`src/rtl/am2925_busctl.sv`:
```
// am2925_busctl: memory-port arbiter and microcycle stall sequencer for the am2925 clock generator.
// Shares one memory port between the CPU microengine and a DMA requester. It stalls the generator
// through waitreq_/ready_ and registers the cycle-length code onto the generator L inputs.
module am2925_busctl #(
  parameter int unsigned TMO   = 15,
  parameter int unsigned TMO_W = 4
) (
  input  logic       clk,
  input  logic       rst,
  input  logic       c4,
  input  logic [2:0] len_code,
  input  logic       cpu_req,
  input  logic       dma_req,
  input  logic       mem_rdy,
  output logic [2:0] l,
  output logic       waitreq_,
  output logic       ready_,
  output logic       cpu_gnt,
  output logic       dma_gnt,
  output logic       mem_strb,
  output logic       bus_err
);

  localparam logic [2:0] L_F10 = 3'b100;
  localparam logic [TMO_W-1:0] CNT_LAST = TMO_W'(TMO - 1);

  typedef enum logic [1:0] {
    IDLE      = 2'd0,
    CPU_ACC   = 2'd1,
    DMA_ACC   = 2'd2,
    CPU_STALL = 2'd3
  } state_t;

  state_t           state, state_nx;
  logic [TMO_W-1:0] cnt, cnt_nx;
  logic             c4_d;
  logic [2:0]       l_nx;
  logic             waitreq_nx, ready_nx, cpu_gnt_nx, dma_gnt_nx, mem_strb_nx, bus_err_nx;
  logic             bnd;

  // Microcycle boundary: rising edge of the generator c4 output.
  assign bnd = c4 & ~c4_d;

  // State and output registers.
  always_ff @(posedge clk or posedge rst) begin
    if (rst) begin
      state    <= IDLE;
      cnt      <= '0;
      c4_d     <= 1'b0;
      l        <= 3'b000;
      waitreq_ <= 1'b1;
      ready_   <= 1'b1;
      cpu_gnt  <= 1'b0;
      dma_gnt  <= 1'b0;
      mem_strb <= 1'b0;
      bus_err  <= 1'b0;
    end else begin
      state    <= state_nx;
      cnt      <= cnt_nx;
      c4_d     <= c4;
      l        <= l_nx;
      waitreq_ <= waitreq_nx;
      ready_   <= ready_nx;
      cpu_gnt  <= cpu_gnt_nx;
      dma_gnt  <= dma_gnt_nx;
      mem_strb <= mem_strb_nx;
      bus_err  <= bus_err_nx;
    end
  end

  // Next-state and next-output logic; the strobes default high so they pulse for a single clk.
  always_comb begin
    state_nx    = state;
    cnt_nx      = cnt;
    l_nx        = l;
    waitreq_nx  = 1'b1;
    ready_nx    = 1'b1;
    cpu_gnt_nx  = cpu_gnt;
    dma_gnt_nx  = dma_gnt;
    mem_strb_nx = mem_strb;
    bus_err_nx  = bus_err;

    // After a timeout, the generator is forced to the longest cycle.
    if (bnd) begin
      l_nx = bus_err ? L_F10 : len_code;
    end

    unique case (state)
      IDLE: begin
        if (bnd && cpu_req) begin
          state_nx    = CPU_ACC;
          cpu_gnt_nx  = 1'b1;
          mem_strb_nx = 1'b1;
          waitreq_nx  = 1'b0;
          cnt_nx      = '0;
        end else if (dma_req) begin
          state_nx   = DMA_ACC;
          dma_gnt_nx = 1'b1;
        end
      end

      CPU_ACC: begin
        cnt_nx = cnt + TMO_W'(1);
        // A completion that coincides with the timeout still counts as a success.
        if (mem_rdy || cnt == CNT_LAST) begin
          state_nx    = IDLE;
          ready_nx    = 1'b0;
          cpu_gnt_nx  = 1'b0;
          mem_strb_nx = 1'b0;
          if (!mem_rdy) begin
            bus_err_nx = 1'b1;
          end
        end
      end

      DMA_ACC: begin
        if (bnd && cpu_req && !dma_req) begin
          state_nx    = CPU_ACC;
          dma_gnt_nx  = 1'b0;
          cpu_gnt_nx  = 1'b1;
          mem_strb_nx = 1'b1;
          waitreq_nx  = 1'b0;
          cnt_nx      = '0;
        end else if (!dma_req) begin
          state_nx   = IDLE;
          dma_gnt_nx = 1'b0;
        end else if (bnd && cpu_req) begin
          state_nx   = CPU_STALL;
          waitreq_nx = 1'b0;
        end
      end

      CPU_STALL: begin
        // The generator stays held from the earlier waitreq_, so no second pulse is needed.
        if (!dma_req) begin
          state_nx    = CPU_ACC;
          dma_gnt_nx  = 1'b0;
          cpu_gnt_nx  = 1'b1;
          mem_strb_nx = 1'b1;
          cnt_nx      = '0;
        end
      end

      default: state_nx = IDLE;
    endcase
  end

endmodule

```
`config.mk`:
```
export PLATFORM = sky130hd
export DESIGN_NAME = am2925_busctl
export DESIGN_NICKNAME = d
export VERILOG_FILES = /design/src/rtl/am2925_busctl.sv
export SDC_FILE = /design/constraint.sdc
export NUM_CORES = 1
export LEC_CHECK = 0
export ABC_AREA = 1
export BUFFER_PORTS_ARGS = -buffer_cell sky130_fd_sc_hd__buf_2
export CAP_MARGIN = 20
export CORE_MARGIN = 4
export CORE_UTILIZATION = 50
export CTS_BUF_LIST = sky130_fd_sc_hd__clkbuf_8 sky130_fd_sc_hd__clkbuf_16
export DETAILED_ROUTE_END_ITERATION = 8
export GPL_TIMING_DRIVEN = 0
export PLACE_DENSITY = 0.75
export SETUP_SLACK_MARGIN = 0.5
export SLEW_MARGIN = 40
export SYNTH_ARGS = -nofsm -noshare
export SYNTH_HDL_FRONTEND = slang
export SYNTH_SLANG_ARGS = --single-unit
export TNS_END_PERCENT = 100
```
`constraint.sdc`:
```
create_clock -name clk -period 1.8 [get_ports clk]
set_clock_uncertainty 0.2 [all_clocks]
set_input_delay 0.54 -clock clk [delete_from_list [all_inputs] [get_ports clk]]
set_output_delay 0.54 -clock clk [all_outputs]
set_load 0.02 [all_outputs]
```
### Word-level counts from Yosys, hierarchy flattened

Cells that the tools add are included.
Widths: inputs -> output; s select.

| cells by class | value |
|---|---|
| div/mod/pow operators | 0 |
| bitwise logic cells | 3 |
| eq/ne operators | 12 |
| order comparisons | 0 |
| reduce and logical (&&, ||, !) cells | 11 |
| add/sub/neg operators | 1 |
| multipliers | 0 |
| mux-type cells | 29 |
| shifts and indexed selects | 0 |

Operators with widths:

| operator | count |
|---|---|
| $pmux 4 s4 | 1 |
| $mux 2 | 7 |
| $mux 1 | 13 |
| $mux 4 | 3 |
| $ne 2x2->1 const B | 6 |
| $reduce_and 3->1 | 3 |
| $pmux 2 s4 | 1 |
| $reduce_and 4->1 | 2 |
| $add 4x1->4 const B | 1 |
| $eq 2x2->1 const B | 2 |
| $eq 4x4->1 const B | 1 |
| $ne 4x4->1 const B | 1 |
| $pmux 1 s4 | 1 |
| $mux 3 | 1 |
| $ne 3x3->1 const B | 1 |
| $pmux 1 s3 | 1 |
| $reduce_bool 3->1 | 1 |
| $eq 2x1->1 const B | 1 |
| $logic_and 1x1->1 | 2 |
| $logic_not 2->1 | 1 |
| $not 1->1 | 2 |
| $pmux 1 s2 | 1 |
| $and 1x1->1 | 1 |
| $logic_not 1->1 | 1 |
| $logic_or 1x1->1 | 1 |

| storage, ports and cells | value |
|---|---|
| memory bits (read-only) | 0 |
| input bits | 9 |
| bits in latches | 0 |
| word-level logic and storage cells | 65 |
| RAM bits | 0 |
| register bits after elaboration | 15 |
| memories kept | 0 |
| output and inout port bits | 9 |

### Logic depth before layout (Yosys ltp)

| depth | value |
|---|---|
| word-level depth | 7 |
| gate-level depth with buffers | 8 |
| gate-level depth less buffers | 7 |

### Worst setup path before layout

No wires, ideal clock.

| timing | value |
|---|---|
| path kind | register to output |
| start | register mem_strb |
| end | output mem_strb |
| data required time | 1,060 ps |
| stages on the path, launching flop included | 2 |
| arrival | 626 ps |
| buffers on the path | 1 |
| slack | 434 ps |
| cells stage by stage | dfrtp_1 -> buf_4 |

RTL lines:

| what | RTL line | RTL |
|---|---|---|
| start, declared | 20 | `output logic mem_strb,` |
| start signal, assigned | 66 | `mem_strb <= mem_strb_nx;` |

No word-level cell between the ends.

### Worst setup path after layout

| timing | value |
|---|---|
| start | register mem_strb |
| end | output mem_strb |

No word-level cell between the ends.

==> impl_metrics.csv <==
group,metric,value,unit
grt,grtUsageMet3,0.0352,
die,die_x,46.5,microns
cts,h-tree-depth,1,
sta,fmaxAchievable,610,MHz
die,io_pins,18,
power,finalPower,1.47,mW
sta,setup_ws,0.161,ns
worst_setup_path,path_max_fanout,3,
cts,cts_buffer_depth,2,
drt,route.vias.total,688,
power,peakVddDrop,0.959,mV
logic_synthesis,synth_adder_area_share,0.0338,
drt,routed_wl,1730,microns
logic_synthesis,synth_largest_area_cell,"dfrtp_1",
grt,grtUsageTotal,0.167,
cells_and_area,syn_to_final_growth,48.1,%
logic_synthesis,yosys.area_share.simple,0.296,
worst_setup_path,cp.required,1.06,ns
grt,grt_max_degree,16,
run,drv_cap,0,
logic_synthesis,ys_warn_count,0,
die,coreArea,1350,sq um
min_path,hp-class,"input pin to asynchronous set/reset pin",
logic_synthesis,syn_inst,87,
logic_synthesis,synth_seq_cells,15,
cts,root_buffer,"clkbuf_8",
logic_synthesis,synth_compound_area_frac,0.0676,
worst_setup_path,endpoint_kind,"primary output",
worst_setup_path,critPathLaunch,"mem_strb$_DFFE_PP0P_",
sta,finalSetupTns,0,ns
cells_and_area,antenna_cells,0,
sta,hold_viol,0,
die,die-height,46.5,microns
logic_synthesis,synthTopCellsByArea,"dfrtp_1 44%, nand2_1 12%, nand3_1 7.4%, dfstp_2 7.1%, inv_1 5.1%",
grt,grt_first_pass_wirelength,2460,microns
logic_synthesis,yosysSeqAreaShare,0.510,
logic_synthesis,synth_xor_area_frac,0.0118,
die,start_util,0.549,
sta,max-slew-margin-rel,0.629,
logic_synthesis,synthMuxAreaShare,0,
power,powerDensity,1340,nW/um^2
worst_setup_path,slowest_stage,"dfrtp_2",
worst_setup_path,cp_common_cell,"buf_6",
logic_synthesis,synth_top_family_by_area,"simple AND/OR/NAND/NOR gates",
logic_synthesis,ys_types,18,
place,placed_cells,119,
worst_setup_path,ff2ff_path_depth,7,
outcome,status,"complete, no violations",
cts,cts_tree,"built",
place,dp_hpwl,1000,microns
place,place_area,862,sq um
worst_setup_path,cp.depth,2,
drt,drtAntennaViolNets,0,
grt,use_met1,0.185,
drt,drtIter0Drc,13,
worst_setup_path,crit_buf_inv,2,
cts,clk_latency,0.25,ns
power,leakage,0.553,nW
die,dieArea,2160,sq um
worst_setup_path,critical-path-top-delay-family,"flip-flops",
logic_synthesis,synth_nets,98,
place,port-buffer-count,17,
die,rows,13,
drt,drt_pass1_iterations,4,
sta,rsz0062_at_grt,"yes",
cells_and_area,nNetsFinal,129,
place,dp_slack,0.199,ns
grt,grt_pass1_vias,595,
sta,fin_crit_sh,0.910,
drt,drcViolationCount,0,
worst_setup_path,cpPeakStageDelay,0.42,ns
cts,cts.sink_count,15,
grt,busiest_layer,"met2",
drt,viasPerCell,5.21,
place,routabilityCongestion,0.759,
worst_setup_path,regToRegStartpoint,"cnt[0]$_DFFE_PP0P_",
cells_and_area,design_area,1100,sq um
logic_synthesis,synth_top_area_frac,0.439,
cells_and_area,drive_gt1_frac,0.496,
grt,grt_use_met2,0.286,
grt,grt_overflow_total,0,
logic_synthesis,synth_area_per_cell,8.51,sq um
worst_setup_path,arrival,0.90,ns
worst_setup_path,crit_path_start_kind,"register",
sta,final-setup-viol-count,0,
drt,wl_per_cell,13.1,microns
cts,cts_hold_buffers,0,
cells_and_area,final_cells,132,
worst_setup_path,criticalPathCategory,"register to primary output",
sta,period_needed,1.64,ns
grt,antenna_found_initial,0,
logic_synthesis,syn-cell-area,741,sq um
cts,clkTransAtPathRegs,0.06,ns
sta,drv_slew,0,
cts,cts_made_buffers,3,
worst_setup_path,path_cells,"buf_6 > buf_6",
sta,tightest_slew,0.556,ns
## synthesized netlist by cell type
library cell  count
nor2_1            5
xor2_1            1
nor2_4            2
nand2_2           1
inv_1            10
o21ai_1           1
ha_1              2
nand2_1          24
or2_2             1
dfrtp_1          13
dfstp_2           2
buf_6             1
buf_4             1
inv_2             1
nand3_2           2
nand3_1          11
a21oi_1           2
o21ai_0           7
## area by class of cell
type	count	area (sq um)
multi-input combinational	59	372
timing repair buffer	26	205
sequential	15	379
tap	15	18.8
clock inverter	1	5.00
clock buffer	3	41.3
buffer	2	22.5
inverter	11	53.8
fill	87	253
## power breakdown
part / internal, mW / switching (mW) / total (mW)
registers: 0.437 / 0.0893 / 0.526
logic: 0.314 / 0.361 / 0.675
clock network: 0.153 / 0.119 / 0.272
## final timing paths
| check | endpoint | slack [ns] |
|---|---|---|
| min in group clk | bus_err$_DFFE_PP0P_ | 0.27 |
| worst min register to register | mem_strb$_DFFE_PP0P_ | 0.34 |
| worst max register to register | mem_strb$_DFFE_PP0P_ | 0.46 |
| max in group asynchronous | mem_strb$_DFFE_PP0P_ | 0.87 |
| worst min-delay path | l[1]$_DFFE_PP0N_ | 0.14 |
| worst max-delay path | mem_strb | 0.16 |
## kinds of logic (layout without fill, tap and decap cells)
family                   Yosys count  count (layout)
buffers and inverters             13              43
flip-flops                        15              15
AO/OA/AOI/OAI                     10              10
XOR/XNOR                           1               1
AND/OR/NAND/NOR                   46              46
adder cells (fa/ha/maj)            2               2
## state kept, by name, indices dropped and copies added, names as in the netlist
signal,flops
cnt,4
mem_strb,1
l,3
waitreq_,1
ready_,1
bus_err,1
c4_d,1
state,2
dma_gnt,1
## placed cells by master (no fill, tap or decap), drive strengths merged
cell type   n
buf        28
nand2      25
dfrtp      13
nand3      13
inv        11
o21ai       8
nor2        7
clkbuf      3
a21oi       2
ha          2
dfstp       2
xor2        1
or2         1
clkinv      1
## stage by stage
step	hold slack [ns]	util
after global routing	0.173	0.813
after detailed placement	0.283	0.639
after floorplan	0.240	-
after global placement	0.281	0.639
final	0.136	0.813
after CTS	0.150	0.747
## worst reg2reg max path, stage by stage (launching register included)
cell	delay, ns
dfrtp_1	0.40
inv_1	0.07
ha_2	0.19
nand3_4	0.09
nand2_2	0.10
nand3_2	0.06
nand2_1	0.05
o21ai_1	0.06
## repair_timing
action	in CTS	in global routing
gates resized for setup	25	14
endpoints found under the hold margin	0	0
buffers inserted	3	6
pin swaps	4	6
setup endpoints to repair	13	17
## layer usage
metal,vias up,part of all wire
li1,337,-
met1,324,0.37
met2,22,0.53
met3,5,0.077
met4,0,0.022
met5,-,0
(Power assumes the default switching activity.)
